**config.mk**
```make
export PLATFORM = sky130hd
export DESIGN_NAME = memory_cell_reader
export DESIGN_NICKNAME = d
export VERILOG_FILES = /design/src/rtl/memory_cell_reader.sv
export SDC_FILE = /design/constraint.sdc
export NUM_CORES = 1
export LEC_CHECK = 0
export CAP_MARGIN = 20
export CORE_UTILIZATION = 52
export DETAILED_ROUTE_END_ITERATION = 6
export GPL_TIMING_DRIVEN = 0
export PLACE_DENSITY = 0.9
export SYNTH_ARGS = -nofsm -noshare
export SYNTH_HDL_FRONTEND = slang
export SYNTH_SLANG_ARGS = --single-unit
```
**constraint.sdc**
```tcl
create_clock -name clk -period 5.1 [get_ports clk]
set_input_delay 1.02 -clock clk [delete_from_list [all_inputs] [get_ports clk]]
set_output_delay 1.02 -clock clk [all_outputs]
set_load 0.02 [all_outputs]
```
**src/rtl/memory_cell_reader.sv**
```systemverilog
// memory_cell_reader: read-side sequencer for a memory_cell (port b).
// It drives addr_b, captures the registered read data into a 2-entry FIFO and
// re-emits the words as a valid/ready stream with full backpressure.
// Optional feature macro: MEMORY_CELL_READER_REVERSE_EN adds i_rev, which
// streams the burst in descending address order.
module memory_cell_reader #(
  parameter int ADDR  = 12,
  parameter int WIDTH = 32
) (
  input  logic             clk,
  input  logic             rst,
  input  logic             i_start,
  input  logic [ADDR-1:0]  i_base,
  input  logic [ADDR-1:0]  i_len,
`ifdef MEMORY_CELL_READER_REVERSE_EN
  input  logic             i_rev,
`endif
  output logic [ADDR-1:0]  o_addr_b,
  input  logic [WIDTH-1:0] i_rd_data,
  output logic [WIDTH-1:0] o_data,
  output logic             o_valid,
  input  logic             i_ready,
  output logic             o_busy,
  output logic             o_done
);

  typedef enum logic [1:0] {IDLE, RUN, DRAIN} state_t;

  localparam logic [ADDR-1:0] ONE = ADDR'(1);

  state_t           state_q, state_d;
  logic [ADDR-1:0]  base_q, len_q, issued_q, issued_d, addr_q, issue_addr;
  logic             rev_q, rev_in;
  logic             inflight_q, zero_done_q;
  logic [1:0]       cnt_q;
  logic [WIDTH-1:0] head_q, tail_q;
  logic             start_ok, issue, pop, push, drain_done;
  logic [2:0]       occ;

`ifdef MEMORY_CELL_READER_REVERSE_EN
  assign rev_in = i_rev;
`else
  assign rev_in = 1'b0;
`endif

  assign start_ok = i_start & (state_q == IDLE);
  assign pop      = o_valid & i_ready;
  // Data of a read issued last cycle is on i_rd_data now; capture only those.
  assign push     = inflight_q;
  // Occupancy the FIFO would have after this cycle if no new read were issued.
  assign occ      = {1'b0, cnt_q} + {2'b00, inflight_q} - {2'b00, pop};

  // Next-state, read issue and address selection.
  always_comb begin
    state_d    = state_q;
    issued_d   = issued_q;
    issue      = 1'b0;
    issue_addr = addr_q;
    drain_done = 1'b0;
    case (state_q)
      IDLE: begin
        // Read 0 goes out in the start cycle so the first word is valid two
        // cycles after i_start.
        if (start_ok && (i_len != '0)) begin
          issue      = 1'b1;
          issue_addr = rev_in ? (i_base + i_len - ONE) : i_base;
          issued_d   = ONE;
          state_d    = (i_len == ONE) ? DRAIN : RUN;
        end
      end
      RUN: begin
        if (occ <= 3'd1) begin
          issue      = 1'b1;
          issue_addr = rev_q ? (base_q + len_q - ONE - issued_q) : (base_q + issued_q);
          issued_d   = issued_q + ONE;
          if (issued_q == len_q - ONE) state_d = DRAIN;
        end
      end
      DRAIN: begin
        if ((cnt_q == 2'd0) && !inflight_q) begin
          drain_done = 1'b1;
          state_d    = IDLE;
        end
      end
      default: state_d = IDLE;
    endcase
  end

  // The address port holds its last value whenever no read is issued.
  assign o_addr_b = issue ? issue_addr : addr_q;
  assign o_valid  = (cnt_q != 2'd0);
  assign o_data   = head_q;
  assign o_done   = drain_done | zero_done_q;
  assign o_busy   = (state_q != IDLE) & ~drain_done;

  // Control state, burst parameters and read tracking.
  always_ff @(posedge clk or posedge rst) begin
    if (rst) begin
      state_q     <= IDLE;
      base_q      <= '0;
      len_q       <= '0;
      rev_q       <= 1'b0;
      issued_q    <= '0;
      addr_q      <= '0;
      inflight_q  <= 1'b0;
      zero_done_q <= 1'b0;
    end else begin
      state_q     <= state_d;
      issued_q    <= issued_d;
      addr_q      <= o_addr_b;
      inflight_q  <= issue;
      zero_done_q <= start_ok & (i_len == '0);
      if (start_ok) begin
        base_q <= i_base;
        len_q  <= i_len;
        rev_q  <= rev_in;
      end
    end
  end

  // Two-entry output FIFO; head_q is the stream word and only moves on pop.
  always_ff @(posedge clk or posedge rst) begin
    if (rst) begin
      cnt_q  <= 2'd0;
      head_q <= '0;
      tail_q <= '0;
    end else if (push && pop) begin
      if (cnt_q == 2'd2) begin
        head_q <= tail_q;
        tail_q <= i_rd_data;
      end else begin
        head_q <= i_rd_data;
      end
    end else if (push) begin
      if (cnt_q == 2'd0) head_q <= i_rd_data;
      else               tail_q <= i_rd_data;
      cnt_q <= cnt_q + 2'd1;
    end else if (pop) begin
      head_q <= tail_q;
      cnt_q  <= cnt_q - 2'd1;
    end
  end

endmodule

```
-- Word level (Yosys, flattened, before mapping)
Index checks and enable logic that the tools add are counted.
- $lt $le $gt $ge: 1
- reductions and logical operators: 19
- eq/ne operators: 12
- add/subtract/negate cells: 7
- bitwise logic cells: 7
- mux-type cells: 29
- operators by type and width (kind ; count):
    $mux W32 ; 9
    $mux W12 ; 5
    $pmux W12 S2 ; 2
    $mux W2 ; 7
    $add A12 B1 Y12 const B ; 1
    $add A12 B12 Y12 ; 1
    $eq A12 B1 Y1 const B ; 1
    $eq A12 B12 Y1 ; 1
    $logic_not A12 Y1 ; 1
    $reduce_bool A12 Y1 ; 1
    $sub A12 B1 Y12 const B ; 1
    $reduce_bool A2 Y1 ; 5
    $ne A2 B1 Y1 const B ; 3
    $ne A2 B2 Y1 const B ; 3
    $pmux W2 S3 ; 1
    $reduce_and A3 Y1 ; 2
    $and A1 B1 Y1 ; 4
    $eq A2 B2 Y1 const B ; 2
    $logic_not A2 Y1 ; 2
    $mux W1 ; 4
    $reduce_and A2 Y1 ; 2
    $reduce_and A4 Y1 ; 1
    $add A2 B1 Y3 ; 1
    $le A3 B1 Y1 const B ; 1
    11 further kinds ; 14
- bits in registers: 118
- word-level logic and storage cells: 85
- input port bits: 60
- output and inout bits: 47

-- Logic depth before layout (Yosys ltp)
- word-level depth: 7
- depth in mapped cells: 11
- mapped depth without buffers: 11

-- Worst setup path after synthesis
Ideal clock, no wire load.
- kind: input-to-output
- start point: input port i_ready
- end point: output port o_addr_b[10]
- path buffers: 1
- slack: 1.012 ns
- cell stages on the path: 10
- arrival time: 3.068 ns
- required time: 4.080 ns
- path through: nand3_1 o21ai_0 ha_1 fa_1 xnor2_1 nor3b_4 nor2_4 buf_2 a22oi_1 o21ai_0
- longest elaborated chain between the ends: 6
- elaborated cells on any way between the ends: 8
- classes of those cells: add/sub: 1; order compare: 1; mux: 5; bitwise: 1
- ends and longest elaborated chain (element ; line ; RTL):
    start, declared ; 22 ; input logic i_ready,
    $and A1 B1 Y1 (*) ; 47 ; assign pop = o_valid & i_ready;
    $sub A3 B1 Y3 (*) ; 51 ; assign occ = {1'b0, cnt_q} + {2'b00, inflight_q} - {2'b00, pop};
    $le A3 B1 Y1 (*) ; 72 ; if (occ <= 3'd1) begin
    $mux W12 / $mux W1 (equally long branches) ; 72 ;
    $pmux W12 S2 / $pmux W1 S2 (equally long branches) ; 60 ; case (state_q)
    $mux W12 (*) ; 90 ; assign o_addr_b = issue ? issue_addr : addr_q;
    end, declared ; 18 ; output logic [ADDR-1:0] o_addr_b,
Every way passes the cells marked *; elsewhere a longest branch is shown, timed or not.

-- Worst setup path in the final report
- start point: input port i_ready
- end point: output port o_addr_b[7]
Same word-level chain as after synthesis.

==> metrics.md <==
| Metric | Value |
|---|---|
| Top_reg_cell synth | `dfrtp_1` |
| Per-cell routed wire length | `around 19 um` |
| DIE AREA | `roughly 12000 um^2` |
| Starting DRT DRC Count | `170` |
| Fmax | `between 0.2 and 0.25 GHz` |
| Htree depth | `4` |
| First-pass GRT wire length | `approximately 25000 um` |
| Remaining antenna violation count after routing | `0` |
| Filler cells | `762` |
| Worst Reg-to-Reg Cells | `10` |
| Async SR Flop Fraction | `1.000` |
| Final period util | `0.9512` |
| CP Launch Type | `primary input` |
| Worst Slack Setup Final | `roughly 0.25 ns` |
| RSZ-0062 raised after global routing | `no` |
| Initial antenna violation count | `0` |
| Root buf cell | `clkbuf_16` |
| Maximum vdd drop | `~600 uV` |
| Largest net degree at the start of global routing | `68` |
| Area after DPL | `about 7200 um^2` |
| Hold path start | `o_data[17]` |
| Area growth from synthesis to layout | `33.65%` |
| Reg2reg start | `cnt_q[1]` |
| Critical path class | `in -> out` |
| Slew Viols, Final | `0` |
| CTS tree | `yes` |
| Gate Count Post-Synth | `about 540` |
| Status | `finished clean` |
| FF/Latch Area | `just under 3000 um^2` |
| Crit path capture type | `output pin` |
| # DRC | `0` |
| Final setup fails | `0` |
| # IOs | `~110` |
| Arrival time at the worst endpoint | `3.83 ns` |
| Net Count, Synth | `611` |
| Most common cell after layout, fill and taps aside | `dfrtp_1` |
| Gpl congestion | `just over 0.8` |
| Die W | `between 100 and 150 um` |
| Hold WC Path Type | `reg -> reg` |
| Multi-input gate area | `about 2800 um^2` |
| CTS clk-pin slew, worst paths | `0.05 ns` |
| Starting Density | `0.5399` |
| Fraction of final layout cells sized beyond drive strength 1 | `0.1543` |
| Drt pass-1 iters | `4` |
| Final Hold Viols | `0` |
| Routed via count | `about 4.8k` |
| Hold Buf Count CTS | `0` |
| Setup TNS | `0 ns` |
| Reg2reg setup slack | `roughly 2.3 ns` |
| Detailed Route WL | `approximately 15000 um` |
| Die Y | `108.6 um` |
| Max Buffers Root-to-Sink | `2` |
| Pwr Density | `813.3 nW/um^2` |
| Fin crit period | `just under 5 ns` |
| Core area | `around 11000 um^2` |
| DP Wirelength | `about 11000 um` |
| Synth warn | `0` |
| Clock sinks | `118` |
| Worst hold path depth | `2` |
| Finished Layout Cells | `between 800 and 900` |
| Clock latency at the later pin of the worst-skew pair | `0.42 ns` |
| Max FO, Critical Path | `10` |
| Leakage power | `between 3 and 4 nW` |
| Worst-Margin Slew | `between 0.8 and 0.9 ns` |
| Dpl ws | `-0.3690 ns` |
| Hold path endpoint | `o_data[17]` |
| Final #Nets | `738` |
| EDFF count, synth | `0` |
| Max Cap Violations | `0` |
| Worst R2R End | `issued_q[6]` |
| Cell Rows | `38` |
| GRT Util Overall | `0.2826` |
| Most frequent cells in the layout | `118 x dfrtp_1, 94 x clkdlybuf4s50_1, 57 x nand2_1` |
| Ant diodes | `0` |
| DR vias/cell | `around 5.9` |
| TritonCTS Buffers | `17` |
| Design area | `a little under 8000 um^2` |
| Max-slew headroom | `0.4212` |
| Number of buffers added on ports | `around 110` |
| Req. time, crit path | `4.08 ns` |
| Yosys cell types | `53` |
| Cell total after placement | `782` |
| Synthesis-stage register bit count | `about 120` |
| Clock Skews | `0.01727 ns` |
| Final global-route overflow total | `0` |
| Sequential-to-total area share from yosys stat | `0.5001` |
| Mean Syn Cell Area | `between 10 and 15 um^2` |
| Vias in the first global route | `5243` |
| Post-synthesis cell area | `about 5900 um^2` |
[metal layers]
metal | vias to the layer above | track usage | part of all wire
met5 | - | 0 | 0
met3 | 44 | 0.1019 | 0.072
met2 | 170 | 0.5054 | 0.52
met4 | 0 | 0.1400 | 0.030
li1 | 2178 | - | -
met1 | 2382 | 0.2896 | 0.37
[where the power goes]
group	leakage (nW)	switching [W]	internal, W
Combinational	1.74	0.00185	0.00149
Sequential	1.43	0.000321	0.00141
Clock	0.319	0.000416	0.000929
[Yosys cell counts (3+ instances only)]
master	number	area share
a221o_1	3	0.0051
inv_1	12	0.0076
dfrtp_1	118	0.50
xnor2_1	18	0.027
o21a_1	3	0.0038
or2_2	3	0.0032
nand2_1	58	0.037
xor2_1	14	0.021
clkbuf_1	19	0.012
o21ai_1	5	0.0042
buf_1	4	0.0025
nand4_1	4	0.0042
buf_2	3	0.0025
or3_1	4	0.0042
a211oi_1	3	0.0038
nor2_1	22	0.014
nor3b_1	3	0.0038
nand3_1	11	0.0093
nor4b_2	3	0.0076
mux2_2	52	0.099
nor3_1	8	0.0068
o21ai_0	53	0.045
nor4_1	5	0.0053
ha_1	14	0.030
a31oi_1	3	0.0032
mux2i_1	34	0.058
a22oi_1	9	0.011
a21oi_1	13	0.011
[how the worst max path moves through the flow]
stage / start / to / slack [ns]
4_1_cts: i_ready / o_addr_b[3] / 0.003
6_report: i_ready / o_addr_b[7] / 0.25
2_1_floorplan: rst / addr_q[0] / 0.95
5_1_grt: i_ready / o_addr_b[7] / 0.05
3_5_place_dp: i_ready / o_addr_b[10] / -0.37
3_3_place_gp: rst / tail_q[1] / -0.54
[worst max-delay path, stage by stage]
cell,delay (ns)
clkdlybuf4s50_1,0.46
nand3_1,0.17
o21ai_1,0.13
ha_1,0.21
fa_1,0.41
xnor2_2,0.19
nor3b_4,0.28
nor2_4,0.07
buf_4,0.19
a22oi_1,0.16
o21ai_0,0.17
dlygate4sd2_1,0.36
[timing repair]
action	CTS	global route
resized for setup	7	11
buffers inserted	2	0
pin swaps	2	1
setup endpoints to repair	12	11
[final cells by class]
| cell class | count | area share |
|---|---|---|
| Multi-Input combinational cell | 379 | 0.3577 |
| Timing Repair Buffer | 109 | 0.1427 |
| Buffer | 25 | 0.01268 |
| Tap cell | 140 | 0.02220 |
| Inverter | 12 | 0.006025 |
| Clock inverter | 7 | 0.02093 |
| Sequential cell | 118 | 0.3742 |
| Clock buffer | 24 | 0.06358 |
[state kept, by name, summed over array words and instances (netlist names)]
name,count
cnt_q,2
issued_q,12
state_q,2
inflight_q,1
o_data,32
addr_q,12
len_q,12
base_q,12
tail_q,32
zero_done_q,1
[kinds of logic after synthesis]
family          Yosys count  synth area share
compound gates          110            0.1168
simple gates            135            0.1176
fa+ha+maj                16           0.03645
buf+inv                  38           0.02479
flops                   118            0.5001
mux                      86            0.1568
xor+xnor                 32           0.04747
[stage by stage]
stage / hold WS, ns / util / power [W]
CTS: 0.4867 / 0.7193 / 0.006463
floorplan: 0.4728 / - / 0.003780
global route: 0.5068 / 0.7216 / 0.006789
detailed placement: 0.4655 / 0.6557 / 0.004997
finish: 0.4834 / 0.7216 / 0.006418
global placement: 0.4583 / 0.6530 / 0.004819
Power figures use the tool's default switching activity.
